File: src/rtl/alu16_seq_if.sv
// alu16_seq_if: operand/op drive and result/flag return between the 16-bit sequencer and the shared alu8.
// Sequencer uses the master modport; the alu8 side uses the slave modport.
`default_nettype none

interface alu16_seq_if;
  logic [7:0] alu_a;
  logic [7:0] alu_b;
  logic [3:0] alu_op;
  logic       alu_op7;
  logic       alu_c_in;
  logic [7:0] alu_out;
  logic       alu_c;
  logic       alu_z;
  logic       alu_n;
  logic       alu_v;

  modport master (
    output alu_a, alu_b, alu_op, alu_op7, alu_c_in,
    input  alu_out, alu_c, alu_z, alu_n, alu_v
  );

  modport slave (
    input  alu_a, alu_b, alu_op, alu_op7, alu_c_in,
    output alu_out, alu_c, alu_z, alu_n, alu_v
  );
endinterface

`default_nettype wire

File: src/rtl/alu16_seq.sv
// alu16_seq: runs 16-bit D ops (LDD/ADDD/SUBD/CMPD) as two chained byte passes on the shared alu8.
// Rev 1.0. Define ALU16_SEQ_MUL_EN to build op 4 = 8x8 unsigned MUL (shift-add on alu8).
`default_nettype none

module alu16_seq #(
  parameter int MUL_ITER = 8
) (
  input  logic        clock,
  input  logic        reset_n,
  input  logic        start,
  input  logic [2:0]  op16,
  input  logic [15:0] opnd_a,
  input  logic [15:0] opnd_b,
  input  logic [3:0]  cc_in,
  output logic        busy,
  output logic        done,
  output logic        wr_en,
  output logic        illegal,
  output logic [15:0] result_q,
  output logic [3:0]  cc_out,
  alu16_seq_if.master alu
);

  localparam logic [2:0] OP_LDD  = 3'd0;
  localparam logic [2:0] OP_ADDD = 3'd1;
  localparam logic [2:0] OP_SUBD = 3'd2;
  localparam logic [2:0] OP_CMPD = 3'd3;

  localparam logic [3:0] ALU_SUB = 4'h0;
  localparam logic [3:0] ALU_CMP = 4'h1;
  localparam logic [3:0] ALU_SBC = 4'h2;
  localparam logic [3:0] ALU_LD  = 4'h6;
  localparam logic [3:0] ALU_ADC = 4'h9;
  localparam logic [3:0] ALU_ADD = 4'hb;
  localparam logic [3:0] ALU_TST = 4'hd;

`ifdef ALU16_SEQ_MUL_EN
  localparam logic [2:0] OP_MUL = 3'd4;
  typedef enum logic [2:0] {ST_IDLE, ST_LO, ST_HI, ST_DONE, ST_MINIT, ST_MUL} state_t;
  logic [2:0] cnt_q, cnt_d;
`else
  typedef enum logic [1:0] {ST_IDLE, ST_LO, ST_HI, ST_DONE} state_t;
`endif

  state_t      state_q, state_d;
  logic [2:0]  op_q, op_d;
  logic [15:0] a_q, a_d, b_q, b_d;
  logic [3:0]  cc_q, cc_d;
  logic [7:0]  lo_q, lo_d, hi_q, hi_d;
  logic        carry_q, carry_d, zlo_q, zlo_d;
  logic        hn_q, hn_d, hz_q, hz_d, hv_q, hv_d, hc_q, hc_d;
  logic        done_q, done_d, wr_en_q, wr_en_d, illegal_q, illegal_d;
  logic [15:0] result_d;
  logic [3:0]  cc_out_q, cc_out_d;

  always_comb begin
    state_d   = state_q;
    op_d      = op_q;
    a_d       = a_q;
    b_d       = b_q;
    cc_d      = cc_q;
    lo_d      = lo_q;
    hi_d      = hi_q;
    carry_d   = carry_q;
    zlo_d     = zlo_q;
    hn_d      = hn_q;
    hz_d      = hz_q;
    hv_d      = hv_q;
    hc_d      = hc_q;
    done_d    = 1'b0;
    wr_en_d   = 1'b0;
    illegal_d = 1'b0;
    result_d  = result_q;
    cc_out_d  = cc_out_q;
`ifdef ALU16_SEQ_MUL_EN
    cnt_d     = cnt_q;
`endif
    // Idle drive is a tst of zero so the alu8 outputs stay quiet.
    alu.alu_a    = 8'h00;
    alu.alu_b    = 8'h00;
    alu.alu_op   = ALU_TST;
    alu.alu_op7  = 1'b0;
    alu.alu_c_in = 1'b0;

    case (state_q)
      ST_IDLE: begin
        if (start) begin
          op_d = op16;
          a_d  = opnd_a;
          b_d  = opnd_b;
          cc_d = cc_in;
          if (op16 <= OP_CMPD) begin
            state_d = ST_LO;
`ifdef ALU16_SEQ_MUL_EN
          end else if (op16 == OP_MUL) begin
            state_d = ST_MINIT;
`endif
          end else begin
            state_d = ST_DONE;
          end
        end
      end

      ST_LO: begin
        alu.alu_a   = a_q[7:0];
        alu.alu_b   = b_q[7:0];
        alu.alu_op7 = 1'b1;
        case (op_q)
          OP_LDD:  alu.alu_op = ALU_LD;
          OP_ADDD: alu.alu_op = ALU_ADD;
          OP_SUBD: alu.alu_op = ALU_SUB;
          default: alu.alu_op = ALU_CMP;
        endcase
        lo_d    = alu.alu_out;
        carry_d = alu.alu_c;
        zlo_d   = alu.alu_z;
        state_d = ST_HI;
      end

      ST_HI: begin
        alu.alu_a   = a_q[15:8];
        alu.alu_b   = b_q[15:8];
        alu.alu_op7 = 1'b1;
        case (op_q)
          OP_LDD: begin
            alu.alu_op   = ALU_LD;
            alu.alu_c_in = carry_q;
          end
          OP_ADDD: begin
            alu.alu_op   = ALU_ADC;
            alu.alu_c_in = carry_q;
          end
          default: begin
            // alu8 reports raw carry; sbc wants the low-byte borrow.
            alu.alu_op   = ALU_SBC;
            alu.alu_c_in = ~carry_q;
          end
        endcase
        hi_d    = alu.alu_out;
        hn_d    = alu.alu_n;
        hz_d    = alu.alu_z;
        hv_d    = alu.alu_v;
        hc_d    = alu.alu_c;
        state_d = ST_DONE;
      end

`ifdef ALU16_SEQ_MUL_EN
      ST_MINIT: begin
        hi_d    = 8'h00;
        lo_d    = b_q[7:0];
        cnt_d   = 3'd0;
        state_d = ST_MUL;
      end

      ST_MUL: begin
        alu.alu_a = hi_q;
        alu.alu_b = a_q[15:8];
        if (lo_q[0]) begin
          alu.alu_op  = ALU_ADD;
          alu.alu_op7 = 1'b1;
        end
        {hi_d, lo_d} = {alu.alu_c & lo_q[0], alu.alu_out, lo_q[7:1]};
        cnt_d = cnt_q + 3'd1;
        if (cnt_q == 3'(MUL_ITER - 1)) begin
          state_d = ST_DONE;
        end
      end
`endif

      default: begin
        done_d  = 1'b1;
        state_d = ST_IDLE;
        case (op_q)
          OP_LDD: begin
            wr_en_d  = 1'b1;
            result_d = {hi_q, lo_q};
            cc_out_d = {hn_q, zlo_q & hz_q, 1'b0, cc_q[0]};
          end
          OP_ADDD: begin
            wr_en_d  = 1'b1;
            result_d = {hi_q, lo_q};
            cc_out_d = {hn_q, zlo_q & hz_q, hv_q, hc_q};
          end
          OP_SUBD: begin
            wr_en_d  = 1'b1;
            result_d = {hi_q, lo_q};
            cc_out_d = {hn_q, zlo_q & hz_q, hv_q, ~hc_q};
          end
          OP_CMPD: begin
            cc_out_d = {hn_q, zlo_q & hz_q, hv_q, ~hc_q};
          end
`ifdef ALU16_SEQ_MUL_EN
          OP_MUL: begin
            wr_en_d  = 1'b1;
            result_d = {hi_q, lo_q};
            cc_out_d = {cc_q[3], ({hi_q, lo_q} == 16'h0000), cc_q[1], lo_q[7]};
          end
`endif
          default: begin
            illegal_d = 1'b1;
            cc_out_d  = cc_q;
          end
        endcase
      end
    endcase
  end

  always_ff @(posedge clock or negedge reset_n) begin
    if (!reset_n) begin
      state_q   <= ST_IDLE;
      op_q      <= 3'd0;
      a_q       <= 16'h0000;
      b_q       <= 16'h0000;
      cc_q      <= 4'h0;
      lo_q      <= 8'h00;
      hi_q      <= 8'h00;
      carry_q   <= 1'b0;
      zlo_q     <= 1'b0;
      hn_q      <= 1'b0;
      hz_q      <= 1'b0;
      hv_q      <= 1'b0;
      hc_q      <= 1'b0;
      done_q    <= 1'b0;
      wr_en_q   <= 1'b0;
      illegal_q <= 1'b0;
      result_q  <= 16'h0000;
      cc_out_q  <= 4'h0;
`ifdef ALU16_SEQ_MUL_EN
      cnt_q     <= 3'd0;
`endif
    end else begin
      state_q   <= state_d;
      op_q      <= op_d;
      a_q       <= a_d;
      b_q       <= b_d;
      cc_q      <= cc_d;
      lo_q      <= lo_d;
      hi_q      <= hi_d;
      carry_q   <= carry_d;
      zlo_q     <= zlo_d;
      hn_q      <= hn_d;
      hz_q      <= hz_d;
      hv_q      <= hv_d;
      hc_q      <= hc_d;
      done_q    <= done_d;
      wr_en_q   <= wr_en_d;
      illegal_q <= illegal_d;
      result_q  <= result_d;
      cc_out_q  <= cc_out_d;
`ifdef ALU16_SEQ_MUL_EN
      cnt_q     <= cnt_d;
`endif
    end
  end

  assign busy    = (state_q != ST_IDLE);
  assign done    = done_q;
  assign wr_en   = wr_en_q;
  assign illegal = illegal_q;
  assign cc_out  = cc_out_q;

endmodule

`default_nettype wire

File: src/flat_wrapper.sv
// flat-port wrapper written by rule: the top's interface ports become plain ports
module alu16_seq_flat 
#(
  parameter int MUL_ITER = 8
)
  (clock, reset_n, start, op16, opnd_a, opnd_b, cc_in, busy, done, wr_en, illegal, result_q, cc_out, alu_alu_a, alu_alu_b, alu_alu_op, alu_alu_op7, alu_alu_c_in, alu_alu_out, alu_alu_c, alu_alu_z, alu_alu_n, alu_alu_v);
  alu16_seq_if alu_i ();
  input  logic clock;
  input  logic reset_n;
  input  logic start;
  input  logic [2:0] op16;
  input  logic [15:0] opnd_a;
  input  logic [15:0] opnd_b;
  input  logic [3:0] cc_in;
  output logic busy;
  output logic done;
  output logic wr_en;
  output logic illegal;
  output logic [15:0] result_q;
  output logic [3:0] cc_out;
  output wire logic [$bits(alu_i.alu_a)-1:0] alu_alu_a;
  output wire logic [$bits(alu_i.alu_b)-1:0] alu_alu_b;
  output wire logic [$bits(alu_i.alu_op)-1:0] alu_alu_op;
  output wire logic [$bits(alu_i.alu_op7)-1:0] alu_alu_op7;
  output wire logic [$bits(alu_i.alu_c_in)-1:0] alu_alu_c_in;
  input wire logic [$bits(alu_i.alu_out)-1:0] alu_alu_out;
  input wire logic [$bits(alu_i.alu_c)-1:0] alu_alu_c;
  input wire logic [$bits(alu_i.alu_z)-1:0] alu_alu_z;
  input wire logic [$bits(alu_i.alu_n)-1:0] alu_alu_n;
  input wire logic [$bits(alu_i.alu_v)-1:0] alu_alu_v;
  assign alu_alu_a = alu_i.alu_a;
  assign alu_alu_b = alu_i.alu_b;
  assign alu_alu_op = alu_i.alu_op;
  assign alu_alu_op7 = alu_i.alu_op7;
  assign alu_alu_c_in = alu_i.alu_c_in;
  assign alu_i.alu_out = alu_alu_out;
  assign alu_i.alu_c = alu_alu_c;
  assign alu_i.alu_z = alu_alu_z;
  assign alu_i.alu_n = alu_alu_n;
  assign alu_i.alu_v = alu_alu_v;
  alu16_seq #(.MUL_ITER(MUL_ITER)) u_core (.clock(clock), .reset_n(reset_n), .start(start), .op16(op16), .opnd_a(opnd_a), .opnd_b(opnd_b), .cc_in(cc_in), .busy(busy), .done(done), .wr_en(wr_en), .illegal(illegal), .result_q(result_q), .cc_out(cc_out), .alu(alu_i));
endmodule
File: config.mk
export PLATFORM = sky130hd
export DESIGN_NAME = alu16_seq_flat
export DESIGN_NICKNAME = d
export VERILOG_FILES = /design/src/rtl/alu16_seq_if.sv /design/src/rtl/alu16_seq.sv /design/src/flat_wrapper.sv
export SDC_FILE = /design/constraint.sdc
export NUM_CORES = 1
export LEC_CHECK = 0
export ABC_AREA = 1
export CELL_PAD_IN_SITES_DETAIL_PLACEMENT = 0
export CELL_PAD_IN_SITES_GLOBAL_PLACEMENT = 1
export CORE_ASPECT_RATIO = 2
export CORE_MARGIN = 10
export CORE_UTILIZATION = 40
export CTS_CLUSTER_DIAMETER = 50
export DETAILED_ROUTE_END_ITERATION = 8
export PLACE_DENSITY_LB_ADDON = 0.1
export SLEW_MARGIN = 25
export SYNTH_ARGS = -nofsm -noshare
export SYNTH_HDL_FRONTEND = slang
export SYNTH_SLANG_ARGS = --single-unit
File: constraint.sdc
create_clock -name clock -period 4.7 [get_ports clock]
set_clock_uncertainty 0.15 [all_clocks]
set_input_delay 0.94 -clock clock [delete_from_list [all_inputs] [get_ports clock]]
set_output_delay 0.94 -clock clock [all_outputs]
set_load 0.02 [all_outputs]
==> reports/metrics.cfg <==
[synth]
yosys_register_bits=86
synth_flop_cell=dfrtp_1
async_reset_ff_share_pct=100
yosysWarnings=0
synth_nets=410
syn_area_um2=3760
synth.distinct_cells=20
synth_area_per_cell_um2=10.7
seq_area_frac_synth_pct=57.2
synth_edf_count=0
synthCells=352

[detailed_routing]
routed_wl_um=9050
avgViaCountPerCell=4.82
vias=2690
route.detailed.wl_per_inst_um=16.2
firstDrtPassIters=4
route.detailed.drc=0
dr.first_iter.drc_count=137
drt.antenna.violating_nets=0

[floorplan]
die_y_um=157
coreArea_um2=9260
rows=50
die_x_um=88.6
start_util_pct=40.6
fp.dieArea_um2=13900
ios=100

[cts]
cts_tree=done
clkTransAtPathRegs_ps=60
postCtsSetupBuffers=0
cts.sinks=86
root_buffer=clkbuf_16
cts_hold_buf=0
numCtsBuffers=9
cts_buffer_depth=2
clkLatencyLatePin_ps=330
h-tree-depth=3
ctsResizeCount=0

[pwr]
power.density_nw_per_um2=751
p_leak_nw=2.40
ir_worst_vdd_mv=0.389

[timing]
slew_headroom_pct=48.9
hold_viol_final=0
fin_crit_ps=3890
timing.fmax_mhz=257
drv_slew=0
setup_violations=0
final.setup.tns_ps=0
period_share_pct=82.7
tightest_slew_ps=766
rsz0062_at_grt=false

[grt]
grt_max_degree=55
grt_use_total_pct=13.8
antenna_found_initial=0
grt_pass1_vias=2864
grt.overflow.total=0
grt_first_pass_wirelength_um=14900

[worst_setup_path]
startpoint_type=flop
end_kind=primary output
crit_path_start=u_core.state_q[1]$_DFFE_PN0P_
crit_slowest_cell=ha_1
slowest_delay_ps=670
critPathArrivalTime_ps=2800
cp.required_ps=3610
cpLargestDelayFamily=buffers and inverters
rr_startpoint=u_core.state_q[0]$_DFFE_PN0P_
path_class=reg -> out
worstPathCellList=inv_1 > ha_1 > buf_4 > nand2_1 > a21oi_1 > clkdlybuf4s50_1
path_buf_inv=3
worstPathMaxFanout=23

[placement]
place_congestion=0.751
io_buffers=99
dp_hpwl_um=6650

[hold_path]
hold_class=reg -> reg
hp-start=u_core.result_q[12]$_DFFE_PN0P_

[finish]
diodes=0
fin_util_pct=55.5
layout-drive-gt1-share_pct=13.4
nets=507
area_growth_pct=36.5
n_fill_cell=854

[job]
cap_violations=0

[status]
status=finished, final reports clean

-- sequential cells by signal, summed over array words and instances (netlist names), 2 cells and up --
register and flops:
u_core.op_q 3, u_core.lo_q 8, u_core.cc_q 4, u_core.result_q 16
u_core.b_q 16, u_core.a_q 16, u_core.state_q 2, u_core.cc_out 4
u_core.hi_q 8
-- synth_stat cells (2+ instances only) --
library cell	n	share of area [%]
nand3_1	5	0.66
ha_1	4	1.3
o21ai_0	37	4.9
buf_2	4	0.53
buf_6	6	1.8
clkbuf_1	6	0.60
nor2_1	7	0.70
inv_1	29	2.9
o22ai_1	2	0.33
mux2_2	2	0.60
a21oi_1	21	2.8
nand2_1	100	10
dfrtp_1	86	57
nand2_2	2	0.33
mux2_4	36	14
-- layout by cell type (no fill, tap or decap) --
cell               n
a21oi_1           21
buf_4              5
bufinv_16          3
clkbuf_1           2
clkbuf_16          9
clkdlybuf4s50_1   98
clkinv_1           1
clkinvlp_4         1
dfrtp_1           86
ha_1               3
ha_2               1
inv_1             29
inv_6              1
mux2_2             2
mux2_4            36
nand2_1          100
nand2_2            2
nand3_1            5
nor2_1             7
nor2_4             1
o211ai_1           1
o21ai_0           37
o22ai_1            2
o31ai_1            1
-- worst reg2reg max path, stage by stage, from the launching register on --
cell and delay [ps]:
dfrtp_1 370, inv_1 90, ha_1 270, nand2_2 570, buf_4 450, mux2_2 380
-- through the flow --
stage / std cells / hold slack [ps] / total power, mW / cell area (um^2) / worst slack, ps
final: 558 / 330 / 3.86 / 5140 / 814
after global routing: 558 / 360 / 4.15 / 5140 / 562
after CTS: 558 / 338 / 3.92 / 5140 / 772
after detailed placement: 542 / 310 / 3.09 / 4800 / 1140
after global placement: 542 / 308 / 3.06 / 4800 / 1210
after floorplan: 352 / 292 / 2.40 / 3760 / 1920
-- metal layers --
layer  up-vias  track usage (%)  part of all wire [%]  wire length [um]
li1       1323                -                     -                 -
met2        66             23.9                    53              4770
met3         8             4.19                   5.8               527
met5         -                0                     0                 0
met4         0             4.57                   1.4               128
met1      1293             15.5                    40              3620
-- power by group --
part           total [mW]  internal (mW)  switching, mW  leakage [nW]
Combinational        1.77          0.851          0.916          1.19
Sequential           1.29           1.10          0.188          1.05
Clock               0.808          0.522          0.286         0.160
-- cell type report --
cell class / instances / area (um^2) / share of cell area [%]
Multi-Input combinational cell: 219 / 1380 / 26.9
Sequential cell: 86 / 2150 / 41.9
Clock inverter: 5 / 106 / 2.07
Tap cell: 104 / 130 / 2.53
Timing Repair Buffer: 103 / 1020 / 19.8
Inverter: 30 / 113 / 2.19
Clock buffer: 11 / 233 / 4.53
-- logic make-up (layout without fill, tap and decap cells) --
kind of cell	Yosys count	count (layout)	synth area share (%)
AOI/OAI and AO/OA	62	62	8.44
buffers and inverters	47	149	6.12
adders and majority gates	4	4	1.33
muxes	38	38	15.0
DFF	86	86	57.2
and+or+nand+nor	115	115	12.0
-- final timing paths --
check | end | slack (ps) | cells after the start
worst min-delay path | u_core.result_q[12]$_DFFE_PN0P_ | 330 | 2
worst min register to register | u_core.result_q[12]$_DFFE_PN0P_ | 330 | 2
worst max register to register | u_core.a_q[3]$_DFFE_PN0P_ | 2300 | 5
min in group asynchronous | u_core.hi_q[2]$_DFFE_PN0P_ | 490 | 1
worst max-delay path | alu_alu_b[3] | 810 | 6
max in group asynchronous | u_core.lo_q[6]$_DFFE_PN0P_ | 3000 | 2
(Power assumes the default switching activity.)
